===== config.mk =====
export PLATFORM = sky130hd
export DESIGN_NAME = gray_counter
export DESIGN_NICKNAME = d
export VERILOG_FILES = /design/src/rtl/gray_pkg.sv /design/src/rtl/gray2bin_conv.sv /design/src/rtl/gray_counter.sv
export SDC_FILE = /design/constraint.sdc
export NUM_CORES = 1
export LEC_CHECK = 0
export ABC_AREA = 1
export BUFFER_PORTS_ARGS = -buffer_cell sky130_fd_sc_hd__buf_2
export CAP_MARGIN = 10
export CELL_PAD_IN_SITES_DETAIL_PLACEMENT = 2
export CELL_PAD_IN_SITES_GLOBAL_PLACEMENT = 2
export CORE_MARGIN = 3
export CORE_UTILIZATION = 26
export DETAILED_ROUTE_END_ITERATION = 7
export PLACE_DENSITY_LB_ADDON = 0.1
export SLEW_MARGIN = 20
export SYNTH_ARGS = -nofsm -noshare
export SYNTH_HDL_FRONTEND = slang
export SYNTH_SLANG_ARGS = --single-unit
export TNS_END_PERCENT = 20

===== constraint.sdc =====
create_clock -name clk -period 2.7 [get_ports clk]
set_input_delay 0.27 -clock clk [delete_from_list [all_inputs] [get_ports clk]]
set_output_delay 0.27 -clock clk [all_outputs]
set_load 0.05 [all_outputs]

===== src/rtl/gray_pkg.sv =====
`default_nettype none
// +------------------------------------------------------------------+
// | gray_pkg: default width and Gray/binary conversion helpers.       |
// | Rev 1.0                                                           |
// +------------------------------------------------------------------+
package gray_pkg;

  localparam int unsigned c_DEFAULT_WIDTH = 4;

  // Operands are zero-extended to 32 bits; the low WIDTH bits of the result stay valid.
  function automatic logic [31:0] bin2gray(input logic [31:0] b);
    return b ^ (b >> 1);
  endfunction

  function automatic logic [31:0] gray2bin(input logic [31:0] g);
    logic [31:0] b;
    b[31] = g[31];
    for (int i = 30; i >= 0; i--) begin
      b[i] = b[i+1] ^ g[i];
    end
    return b;
  endfunction

endpackage
`default_nettype wire


===== src/rtl/gray2bin_conv.sv =====
`default_nettype none
// +------------------------------------------------------------------+
// | gray2bin_conv: combinational Gray-to-binary converter.            |
// | Rev 1.0                                                           |
// +------------------------------------------------------------------+
module gray2bin_conv #(
  parameter int WIDTH = 4
) (
  input  logic [WIDTH-1:0] i_gray,
  output logic [WIDTH-1:0] o_bin
);

  // Each binary bit is the parity of all Gray bits at or above it.
  for (genvar i = 0; i < WIDTH; i++) begin : g_bit
    assign o_bin[i] = ^i_gray[WIDTH-1:i];
  end

endmodule
`default_nettype wire


===== src/rtl/gray_counter.sv =====
`default_nettype none
// +------------------------------------------------------------------+
// | gray_counter: up/down binary counter with registered Gray output. |
// | GRAY_COUNTER_SAT_EN selects saturating instead of wrapping count. |
// | Rev 1.0                                                           |
// +------------------------------------------------------------------+
module gray_counter
  import gray_pkg::*;
#(
  parameter int WIDTH = c_DEFAULT_WIDTH
) (
  input  logic             clk,
  input  logic             rst_n,
  input  logic             en,
  input  logic             up,
  input  logic             load,
  input  logic [WIDTH-1:0] load_gray,
  output logic [WIDTH-1:0] gray_q,
  output logic [WIDTH-1:0] bin_q,
  output logic             tc
);

  logic [WIDTH-1:0] r_bin;
  logic [WIDTH-1:0] r_gray;
  logic [WIDTH-1:0] w_load_bin;
  logic [WIDTH-1:0] w_bin_nxt;
  logic             w_at_top;
  logic             w_at_bot;

  gray2bin_conv #(.WIDTH(WIDTH)) u_conv (
    .i_gray (load_gray),
    .o_bin  (w_load_bin)
  );

  assign w_at_top = &r_bin;
  assign w_at_bot = ~|r_bin;

  always_comb begin
    w_bin_nxt = r_bin;
    if (load) begin
      w_bin_nxt = w_load_bin;
    end else if (en) begin
`ifdef GRAY_COUNTER_SAT_EN
      if (up && !w_at_top) begin
        w_bin_nxt = r_bin + WIDTH'(1);
      end else if (!up && !w_at_bot) begin
        w_bin_nxt = r_bin - WIDTH'(1);
      end
`else
      w_bin_nxt = up ? (r_bin + WIDTH'(1)) : (r_bin - WIDTH'(1));
`endif
    end
  end

  // Gray is derived from the next binary value so both outputs update on the same edge.
  always_ff @(posedge clk or negedge rst_n) begin
    if (!rst_n) begin
      r_bin  <= '0;
      r_gray <= '0;
    end else begin
      r_bin  <= w_bin_nxt;
      r_gray <= WIDTH'(bin2gray(32'(w_bin_nxt)));
    end
  end

  assign gray_q = r_gray;
  assign bin_q  = r_bin;
  assign tc     = up ? w_at_top : w_at_bot;

endmodule
`default_nettype wire


; ---- After elaboration in Yosys (flattened, before gate mapping)
; Index checks and enable logic that the tools add are counted.
[totals]
ff_bits = 8
input_bits = 9
word_cells = 15
[classes]
addsub = 2
n_mux = 4
bitwise = 1
reduce_logical = 6
[ops]
columns = cell, count
row1 = $mux W4, 3
row2 = $add A4 B1 Y4 const B, 1
row3 = $reduce_and A4 Y1, 1
row4 = $reduce_or A4 Y1, 1
row5 = $reduce_xor A4 Y1, 1
row6 = $sub A4 B1 Y4 const B, 1
row7 = $xor A4 B3 Y4, 1
row8 = $reduce_xor A3 Y1, 1
row9 = $reduce_xor A2 Y1, 1
row10 = $logic_not A1 Y1, 1
row11 = $mux W1, 1

; ---- Depth between registers and ports, before layout
[depth]
word_depth = 5
ltp_mapped = 11

; ---- By module
; A second synthesis with hierarchy kept.
[unflattened]
hier_cells = 78
area_unflattened_um2 = 539.3
[modules_own_cells]
columns = mod, n_inst, cells_each, area_per_inst_um2, seq_area_each_um2
row1 = gray_counter, 1, 57, 449.2, 175.2
row2 = gray2bin_conv, 1, 21, 90.1, 0.0

; ---- Worst setup path before layout
; No wires, ideal clock.
[synth_timing]
path_kind = register to output
start = register r_bin[0], in the netlist bin_q[0]
end = output tc
arrival_ns = 2.029
t_required_ns = 2.430
slack_ns = 0.401
path_stages_with_launch = 4
path_cell_list = dfrtp_1 > inv_1 > nand2_1 > o32ai_1
[synth_between]
elab_chain_len = 3
word_cells_on_any_way = 4
classes_between = mux (1) / reduce/logical (3)
[synth_rtl]
columns = element, line
row1 = "start, declared", gray_counter.sv:23  ; logic [WIDTH-1:0] r_bin;
row2 = "start signal, assigned", gray_counter.sv:61  ; r_bin <= w_bin_nxt;
row3 = $reduce_or A4 Y1, gray_counter.sv:36  ; assign w_at_bot = ~|r_bin;
row4 = $logic_not A1 Y1, gray_counter.sv:36
row5 = $mux W1 *, gray_counter.sv:68  ; assign tc = up ? w_at_top : w_at_bot;
row6 = "end, declared", gray_counter.sv:20  ; output logic tc
; Mark *: on every way between the ends. The rest lies on a longest branch, timed or not.

; ---- Worst setup path in the final report
[layout_timing]
start = register r_bin[0], in the netlist bin_q[0]
end = register r_gray[1], in the netlist gray_q[1]
[layout_between]
elab_chain_len = 5
word_cells_on_any_way = 6
classes_between = add/sub (2) / mux (3) / bitwise (1)
[layout_rtl]
columns = element, line
row1 = $sub A4 B1 Y4 / $add A4 B1 Y4 (equally long branches), gray_counter.sv:50  ; w_bin_nxt = up ? (r_bin + WIDTH'(1)) : (r_bin - WIDTH'(1));
row2 = $mux W4 *, gray_counter.sv:50
row3 = $mux W4 *, gray_counter.sv:42  ; end else if (en) begin
row4 = $mux W4 *, gray_counter.sv:40  ; if (load) begin
row5 = $xor A4 B3 Y4 *, gray_pkg.sv:12  ; return b ^ (b >> 1);
row6 = "end signal, assigned", gray_counter.sv:62  ; r_gray <= WIDTH'(bin2gray(32'(w_bin_nxt)));
row7 = "end, declared", gray_counter.sv:24  ; logic [WIDTH-1:0] r_gray;
; Marked as above.

==> results.sh <==
export IMPL_ys_seq_elements=7
export IMPL_dieArea_sq_mm=0.00262
export IMPL_grt_max_degree=9
export IMPL_hold_viol=0
export IMPL_worst_hold_path_type="in -> reg"
export IMPL_cts_root_buf="clkbuf_4"
export IMPL_synth_cell_types=19
export IMPL_cellPowerDensity_mw_per_mm2=684
export IMPL_drtIter0Drc=6
export IMPL_syn_inst=75
export IMPL_drive_above_1_share_pct=27.4
export IMPL_viasPerCell=4.48
export IMPL_ir_worst_vdd_uv=259
export IMPL_cts_setup_buffers=0
export IMPL_cts_made_buffers=3
export IMPL_die_width_um=51.2
export IMPL_skew_ps=3.37
export IMPL_worst_slew_pin_slew_ps=334
export IMPL_critPathArrivalTime_ps=1810
export IMPL_syn_nets=87
export IMPL_synthToLayoutAreaGrowth_pct=26.4
export IMPL_cp_slowest_cell="fa_1"
export IMPL_grt_pass1_wl_mm=2.54
export IMPL_ys_seq_area_share_pct=33.0
export IMPL_syn_area_sq_um=531
export IMPL_die_h_um=51.2
export IMPL_path_cells="inv_1 > fa_1 > o211ai_1 > nand2_2 > nand2_1 > nand2_1"
export IMPL_dr_pass1_iters=3
export IMPL_nNetsFinal=108
export IMPL_clock_latency_ps=250
export IMPL_cts_tree="yes"
export IMPL_clockBufferDepth=2
export IMPL_multi_input_area_sq_um=294
export IMPL_min_period_ps=1670
export IMPL_slew_viol_final=0
export IMPL_fillers=238
export IMPL_crit_fanout=5
export IMPL_rows=15
export IMPL_postSynthAreaPerCell_sq_um=7.07
export IMPL_htree_levels=1
export IMPL_gp_congestion=0.671
export IMPL_boundaryPins=18
export IMPL_place_inst=115
export IMPL_start_util_pct=29.1
export IMPL_reg2reg_slack_ps=1030
export IMPL_clk_pin_slew_worst_paths_ps=50
export IMPL_maxCapViolations=0
export IMPL_setup_violations=0
export IMPL_seqCellArea_sq_um=175
export IMPL_vias=537
export IMPL_grt_pass1_vias=564
export IMPL_max_stage_delay_ps=470
export IMPL_antenna_found_initial=0
export IMPL_n_antenna_cell=0
export IMPL_finalSetupTns_ps=0
export IMPL_numClockSinks=7
export IMPL_crit_type="reg -> reg"
export IMPL_power_leakage_nw=0.382
export IMPL_yosys_warnings=0
export IMPL_crit_path_start_kind="flop"
export IMPL_fmax_mhz=600
export IMPL_slew_headroom_pct=77.6
export IMPL_grt_ovfl_total=0
export IMPL_status="complete, no violations"
export IMPL_crit_path_end_kind="flop"
export IMPL_path_buf_inv=1
export IMPL_grt_setup_unrepaired="false"
export IMPL_core_area_sq_mm=0.00182
export IMPL_portBuffers=17
export IMPL_crit_path_frequent_cell="nand2_1"
export IMPL_final_antenna_net_count=0
export IMPL_cts_resized=0
export IMPL_critPathRequiredTime_ps=2840
export IMPL_grt_total_usage_pct=13.8
export IMPL_cts_hold_buf=1
export IMPL_wl_mm=1.48
export IMPL_drc=0
export IMPL_avgRoutedWirePerCell_um=12.3
export IMPL_dp_hpwl_mm=1.30
export IMPL_stdcell_count=120
export IMPL_final_period_utilization_pct=61.8
export IMPL_critical_path_top_delay_family="adder cells"
==> synthesized netlist by cell type <==
cell type	number	area, sq um
a21oi_1	3	15.0
buf_4	1	7.51
clkbuf_2	1	5.00
dfrtp_1	7	175
fa_1	1	20.0
ha_1	2	25.0
inv_1	11	41.3
inv_2	2	7.51
nand2_1	26	97.6
nand2_2	2	12.5
nand3_1	8	40.0
nor2_1	1	3.75
o211ai_1	1	7.51
o21ai_0	1	5.00
o21ai_2	2	17.5
o32ai_1	1	8.76
or2_1	1	6.26
xnor2_1	3	26.3
xor2_1	1	8.76
==> cell type report <==
cell class / instances / share of cell area, %
Clock buffer: 4 / 3.92
Inverter: 13 / 7.28
Multi-Input combinational cell: 53 / 43.8
Sequential cell: 7 / 26.1
Tap cell: 25 / 4.66
Timing Repair Buffer: 18 / 14.2
==> through the flow <==
step                hold WS (ps)  utilization (%)  setup WS, ps  power (mW)  cell area [sq um]
global placement             108             34.8          1110       0.360                634
detailed placement           113             34.8          1060       0.368                634
finish                       314             36.8          1030       0.459                671
floorplan                  -25.6                -           401       0.307                531
CTS                          312             36.8          1020       0.470                671
global route                 333             36.8           942       0.496                671
==> cells in the final DEF, fill, tap and decap left out, drive strengths merged <==
cell type	n
xnor2	3
or2	1
inv	13
dfrtp	7
fa	1
dlygate4sd3	1
o32ai	1
clkbuf	4
buf	17
nand3	8
nor2	1
ha	2
o21ai	3
o211ai	1
nand2	28
a21oi	3
xor2	1
==> state kept, by name, indices dropped and copies added (netlist names) <==
signal / cells
gray_q: 3
bin_q: 4
==> per-layer routing <==
layer	up-vias	part of all wire [%]	wire (um)	global-route usage, %
met5	-	0	0	0
met4	0	2.2	32	10.8
met3	4	2.9	43	2.62
met2	11	56	823	24.5
met1	248	39	579	14.1
li1	274	-	-	-
==> power by group <==
part	leakage (nW)	internal [mW]	switching [mW]	total, mW
sequential	0.0823	0.124	0.0158	0.140
combinational	0.285	0.0606	0.162	0.223
clock	0.0150	0.0564	0.0395	0.0959
total	0.382	0.242	0.217	0.459
==> cells by family after synthesis <==
logic type	Yosys count	synth area share, %
and+or+nand+nor	38	30.2
buffers and inverters	15	11.6
AOI/OAI and AO/OA	8	10.1
DFF	7	33.0
xor gates and xnor gates	4	6.60
adders and majority gates	3	8.49
==> path summary, 6_finish.rpt <==
check / end / depth (start not counted) / startpoint
min in group asynchronous: bin_q[0] / 2 / rst_n
max reg2reg: gray_q[1] / 6 / bin_q[0]
max: gray_q[1] / 6 / bin_q[0]
max in group asynchronous: gray_q[0] / 2 / rst_n
min: bin_q[0] / 2 / load
min reg2reg: bin_q[0] / 2 / bin_q[0]
==> worst register-to-register path, delay by kind of cell, from the launching register on <==
family	cells	cell delay, ps
adders and majority gates	1	470
DFF	1	410
and+or+nand+nor	3	250
buffers and inverters	1	90
AOI/OAI and AO/OA	1	330
Note: power is estimated with default switching activity, not from simulation.
